## src/rtl/out_port_fifo.sv

```systemverilog
// Strobe-edge-triggered output FIFO with per-entry channel tag; optional per-channel latch under OUT_PORT_LATCH_EN.
// Latency: push on strobe edge at N is visible at N+1; pop at N shows next head at N+1.
// Backpressure: head held stable until out_ready; writes to a full FIFO without a same-cycle pop are dropped and set sticky overflow.
module out_port_fifo #(
    parameter int WIDTH   = 32,
    parameter int DEPTH   = 8,
    parameter int CH_BITS = 2
) (
    input  logic                   clk,
    input  logic                   clr,
    input  logic [WIDTH-1:0]       BusMuxOut,
    input  logic                   OutPortIn,
    input  logic [CH_BITS-1:0]     ch_sel,
    output logic [WIDTH-1:0]       out_data,
    output logic [CH_BITS-1:0]     out_ch,
    output logic                   out_valid,
    input  logic                   out_ready,
    output logic                   full,
    output logic                   empty,
    output logic [$clog2(DEPTH):0] count,
    output logic                   overflow
`ifdef OUT_PORT_LATCH_EN
    ,
    output logic [(2**CH_BITS)*WIDTH-1:0] ch_latch
`endif
);
    localparam int AW = $clog2(DEPTH);
    localparam int CW = AW + 1;

    typedef struct packed {
        logic [CH_BITS-1:0] ch;
        logic [WIDTH-1:0]   dat;
    } entry_t;

    entry_t          mem_q [DEPTH];
    entry_t          mem_d [DEPTH];
    logic [AW-1:0]   wr_ptr_q, wr_ptr_d;
    logic [AW-1:0]   rd_ptr_q, rd_ptr_d;
    logic [CW-1:0]   count_q, count_d;
    logic            strobe_q, strobe_d;
    logic            overflow_q, overflow_d;
    logic            push, pop, accept;

    assign count     = count_q;
    assign full      = (count_q == CW'(DEPTH));
    assign empty     = (count_q == '0);
    assign out_valid = ~empty;
    assign overflow  = overflow_q;
    assign out_data  = mem_q[rd_ptr_q].dat;
    assign out_ch    = mem_q[rd_ptr_q].ch;

    always_comb begin
        push       = OutPortIn & ~strobe_q;
        pop        = out_valid & out_ready;
        // A full FIFO still takes the write when the head retires in the same cycle.
        accept     = push & (~full | pop);
        strobe_d   = OutPortIn;
        wr_ptr_d   = wr_ptr_q;
        rd_ptr_d   = rd_ptr_q;
        count_d    = count_q;
        overflow_d = overflow_q | (push & ~accept);
        mem_d      = mem_q;
        if (accept) begin
            mem_d[wr_ptr_q] = '{ch: ch_sel, dat: BusMuxOut};
            wr_ptr_d        = wr_ptr_q + AW'(1);
        end
        if (pop) begin
            rd_ptr_d = rd_ptr_q + AW'(1);
        end
        if (accept && !pop) begin
            count_d = count_q + CW'(1);
        end else if (!accept && pop) begin
            count_d = count_q - CW'(1);
        end
    end

    always_ff @(posedge clk) begin
        if (clr) begin
            wr_ptr_q   <= '0;
            rd_ptr_q   <= '0;
            count_q    <= '0;
            strobe_q   <= 1'b0;
            overflow_q <= 1'b0;
        end else begin
            wr_ptr_q   <= wr_ptr_d;
            rd_ptr_q   <= rd_ptr_d;
            count_q    <= count_d;
            strobe_q   <= strobe_d;
            overflow_q <= overflow_d;
        end
    end

    // Storage needs no reset: occupancy alone decides what is valid.
    always_ff @(posedge clk) begin
        mem_q <= mem_d;
    end

`ifdef OUT_PORT_LATCH_EN
    localparam int NCH = 2**CH_BITS;

    logic [NCH-1:0][WIDTH-1:0] latch_q, latch_d;

    always_comb begin
        latch_d = latch_q;
        if (push) begin
            latch_d[ch_sel] = BusMuxOut;
        end
    end

    always_ff @(posedge clk) begin
        if (clr) begin
            latch_q <= '0;
        end else begin
            latch_q <= latch_d;
        end
    end

    assign ch_latch = latch_q;
`endif
endmodule

```

## config.mk

```make
export PLATFORM = sky130hd
export DESIGN_NAME = out_port_fifo
export DESIGN_NICKNAME = d
export VERILOG_FILES = /design/src/rtl/out_port_fifo.sv
export SDC_FILE = /design/constraint.sdc
export NUM_CORES = 1
export LEC_CHECK = 0
export ABC_AREA = 1
export CORE_UTILIZATION = 50
export CTS_CLUSTER_DIAMETER = 100
export CTS_CLUSTER_SIZE = 24
export DETAILED_ROUTE_END_ITERATION = 10
export DONT_BUFFER_PORTS = 1
export HOLD_SLACK_MARGIN = 0.03
export SYNTH_ARGS = -nofsm -noshare
export SYNTH_HDL_FRONTEND = slang
export SYNTH_SLANG_ARGS = --single-unit
```

## constraint.sdc

```tcl
create_clock -name clk -period 3 [get_ports clk]
set_input_delay 0.3 -clock clk [delete_from_list [all_inputs] [get_ports clk]]
set_output_delay 0.3 -clock clk [all_outputs]
set_load 0.01 [all_outputs]
```

**Word-level counts from Yosys, hierarchy flattened**

Cells that the tools add are included.

- Register bits after elaboration: 284
- Output and inout port bits: 42
- Word-level logic and storage cells: 56

- $add $sub $neg: 4
- Order comparisons: 3
- Equality and inequality tests: 1
- Muxes and demuxes: 8
- Bitwise gates (word level): 12
- Reduce and logical (&&, ||, !) cells: 7

Operators by type and width:

| cell | number |
|---|---|
| 272-bit bitwise mux | 1 |
| 34-bit binary-select mux with 3-bit select | 1 |
| 34-bit demux with 3-bit select | 1 |
| 34-bit two-way mux | 3 |
| 4-bit >= comparator (second input constant) | 2 |
| 4-bit two-way mux | 2 |
| 3-bit inverter with 4-bit output | 2 |
| 3-bit by 1-bit adder with 3-bit output (second input constant) | 2 |
| 4-bit by 1-bit adder with 4-bit output (second input constant) | 1 |
| 1-bit bitwise AND | 4 |
| 4-bit equality test (second input constant) | 1 |
| 4-bit logical NOT | 1 |
| 4-bit by 1-bit < comparator with 1-bit output (second input constant) | 1 |
| 1-bit inverter | 4 |
| 4-bit by 1-bit subtractor with 4-bit output (second input constant) | 1 |
| 1-bit logical AND | 3 |
| 1-bit logical NOT | 2 |
| 1-bit OR | 2 |
| 2-bit nonzero test | 1 |

**Longest topological paths before layout**

- Word-level depth: 9
- Mapped depth: 14

**Worst setup path after synthesis**

Ideal clock, no wire load.

- Path type: register to register
- Start: register count_q[0] (netlist: count[0])
- End: register mem_q[102] in the netlist's numbering, enable pin
- Data arrival time: 2.353 ns
- Setup slack: 0.222 ns
- Stages on the path, launching flop included: 7
- Period minus slack after synthesis: 2.778 ns
- Cell sequence: dfxtp_1 > nor2_1 > nand4_2 > nand2_1 > inv_1 > nand2_1 > nor2_1

- Longest elaborated chain between the ends: 5
- Elaborated cells between the ends (all ways): 7
- Classes of those cells: eq/ne (1); bitwise (5); reduce/logical (1)

Ends and longest elaborated chain:

| what | line | text |
|---|---|---|
| start: declaration | 39 | `logic [CW-1:0] count_q, count_d;` |
| start signal: assignment | 87 | `count_q <= count_d;` |
| 4-bit logical NOT | 46 | `assign empty = (count_q == '0);` |
| 1-bit inverter | 47 | `assign out_valid = ~empty;` |
| 1-bit bitwise AND | 54 | `pop = out_valid & out_ready;` |
| 1-bit OR * | 56 | `accept = push & (~full \| pop);` |
| 1-bit bitwise AND * | 56 |  |
| net accept | 42 | `logic push, pop, accept;` |
| end signal: assignment | 95 | `mem_q <= mem_d;` |
| end: declaration | 35 | `entry_t mem_q [DEPTH];` |

Mark *: on every way through the listed nets, which the timed path passes. The rest lies on a longest branch.
A chain may end at the register's enable or synchronous reset.

**Final worst setup path**

- Start: register rd_ptr_q[0]
- End: output port out_data[18]

- Longest elaborated chain between the ends: 4

Ends and longest elaborated chain:

| what | line | text |
|---|---|---|
| start: declaration | 38 | `logic [AW-1:0] rd_ptr_q, rd_ptr_d;` |
| start signal: assignment | 86 | `rd_ptr_q <= rd_ptr_d;` |
| 3-bit inverter with 4-bit output (implied by the code) | 49 | `assign out_data = mem_q[rd_ptr_q].dat;` |
| 34-bit binary-select mux with 3-bit select | 49 |  |
| 34-bit two-way mux (2 in series) | -- |  |
| end: declaration | 14 | `output logic [WIDTH-1:0] out_data,` |

No other way between the ends. The select of a mux whose other input is x is not followed.

==> metrics.txt <==
most crowded layer after global routing=met2; number of global-route vias before repair=6797; Worst Path Arrival=2.20 ns; CTS clk-pin slew, worst paths=0.09 ns; Startpoint Class=flip-flop; Post-CTS Setup Inserts=0; # IOs=80; GRT met3 Usage=0.0342; Num CTS Buffers=15; synth top area cells=edfxtp_1 (70%), nor2_1 (9.6%), nand2_1 (6.2%); syn_nets=1053; First-pass DRT Iterations=5; multiplexer share of the synthesized area=0; Area Growth Syn to Fin=9.24%; Post-Synth XOR/XNOR Area=0.00227; leakage=0.00458 uW; RSZ-0062 raised after global routing=false; peak supply drop=611 uV; main combinational cell family by area after synthesis=simple AND/OR/NAND/NOR gates; total routed wirelength=24300 um; Max-slew headroom=0.372; IO Port Bufs=0; hpwl dp=13700 um; Setup violations, final=0; Mean Syn Cell Area=11.5 um^2; met2 usage=0.350; via count=7072; commonest cells after routing, fill and taps aside=nor2_1 (287), edfxtp_1 (272), nand2_1 (190); fin nets=1083; row count=55; Sink Count=284; die width=154 um; Starting Density=0.510; area of the mapped netlist=0.0116 mm^2; non-filler cells, final=1328; Max Freq=400 MHz; Final Cycle Share=0.834; Psw=3110 uW; met1 usage=0.293; largest net degree at the start of global routing=71; Inst Count DP=1269; Total GRT Usage=0.209; crit path max fanout=66; CP required=2.70 ns; hold crit path type=in2reg; Synth top area share=0.705; cell count after synthesis=1009; area share of fa/ha/maj cells after synthesis=0.00713; simple-gate share of the synthesized area=0.163; Combinational Power Share=0.278; critical path type=reg2out; initial antenna violation count=1; clk buf depth=3; layout cells sized above 1=0.0557; core area=0.0227 mm^2; CTS Root Cell=clkbuf_16; Post-DP Area=0.0119 mm^2; DRC=0; Pint=6270 uW; Final Power=9380 uW; Sw Ratio=0.332; register area share after synthesis=0.725; Skew-Pair Late Insertion Delay=0.49 ns; routed len/inst=18.3 um; Clock power frac=0.232; Max-Cap Viols=0; fin crit period=2.50 ns; commonest non-fill, non-tap cell in the layout=nor2_1; post-route clock skew=0.00903 ns; global-route wire length before repair=38500 um; GP Congestion=0.773; Slew Limit Fails=0; Final ANT Viol Nets=0; final instance area=0.0127 mm^2; Yosys top cell by area=edfxtp_1; vias per cell=5.33; status=finished, final reports clean; H-tree depth=1; Setup crit end kind=output pin; Compound-Gate Fraction of Synth Area=0.0635; Final TNS setup=0 ns; sequential power share=0.490; drt initial violations=564; Synth Register Bits=284; Netlist cell types=23; Die Footprint=0.0238 mm^2; synth warn=0; CTS tree=done; grt ovf=0; Slew @ Worst Pin=0.942 ns; Pwr per Cell Area=741 mW/mm^2; final hold vios=0; Die Y-Extent=154 um
-- what timing repair did --
action	in CTS	in global routing
resized for setup	0	0
hold endpoints to repair	278	0
hold buffers	38	0
-- cells by family after synthesis --
logic type                 count (synthesis)
AOI/OAI and AO/OA                        147
xor gates and xnor gates                   3
adders and majority gates                  6
buffers and inverters                     73
DFF                                      284
and+or+nand+nor                          496
-- power groups by stage --
stage | clock (uW) | sequential (uW) | combinational [uW]
after floorplan | 0 | 4670 | 2060
after detailed placement | 0 | 4690 | 2540
final | 2180 | 4590 | 2610
after global placement | 0 | 4680 | 2510
after CTS | 2230 | 4590 | 2640
after global routing | 2350 | 4610 | 2990
-- cells in the mapped netlist --
library cell,count
edfxtp_1,272
inv_2,2
clkbuf_1,12
nor3b_1,1
nand2_1,190
o21ai_1,39
buf_4,2
nor2_1,295
buf_1,3
buf_2,8
o21ai_0,101
clkinv_1,1
dfxtp_1,12
nand4_2,1
fa_1,1
nand3_1,8
xor2_1,3
ha_1,5
clkbuf_2,7
a21oi_1,7
or2_2,1
buf_6,20
inv_1,18
-- stage by stage --
stage / hold slack (ns) / setup WS (ns) / utilization
6_report: 0.0359 / 0.499 / 0.558
5_1_grt: 0.0538 / 0.359 / 0.558
4_1_cts: 0.0346 / 0.496 / 0.557
3_5_place_dp: 0.374 / 0.646 / 0.522
3_3_place_gp: 0.373 / 0.697 / 0.522
2_1_floorplan: 0.369 / 0.222 / -
-- worst max-delay path: stages (launching register included) --
cell and delay (ns):
dfxtp_4 0.38, clkinv_2 0.17, buf_4 0.58, o21ai_0 0.24, nand2_1 0.10, nand2_1 0.06, nand2_1 0.14
-- state kept, by name, summed over array words and instances, names as in the netlist --
signal	count
count	4
mem_q	272
overflow	1
rd_ptr_q	3
strobe_q	1
wr_ptr_q	3
-- worst paths after layout --
kind,slack [ns],from,endpoint,cells past startpoint
worst max register to register,0.62,count[0],count[3],11
worst max-delay path,0.50,rd_ptr_q[0],out_data[18],6
worst min-delay path,0.04,clr,wr_ptr_q[2],3
worst min register to register,0.55,rd_ptr_q[0],rd_ptr_q[0],2
-- layer usage --
layer	up-vias	wire length [um]
li1	3466	-
met1	3444	11000
met2	141	11700
met3	21	1330
met4	0	248
met5	-	0
-- final cells by class --
type | count | area (um^2)
fill | 1954 | 10000
sequential | 284 | 8410
multi-input combinational | 652 | 2790
timing repair buffer | 65 | 596
clock buffer | 19 | 390
tap | 285 | 357
inverter | 21 | 80.1
clock inverter | 1 | 30.0
antenna | 1 | 2.50
Note: power is estimated with default switching activity, not from simulation.
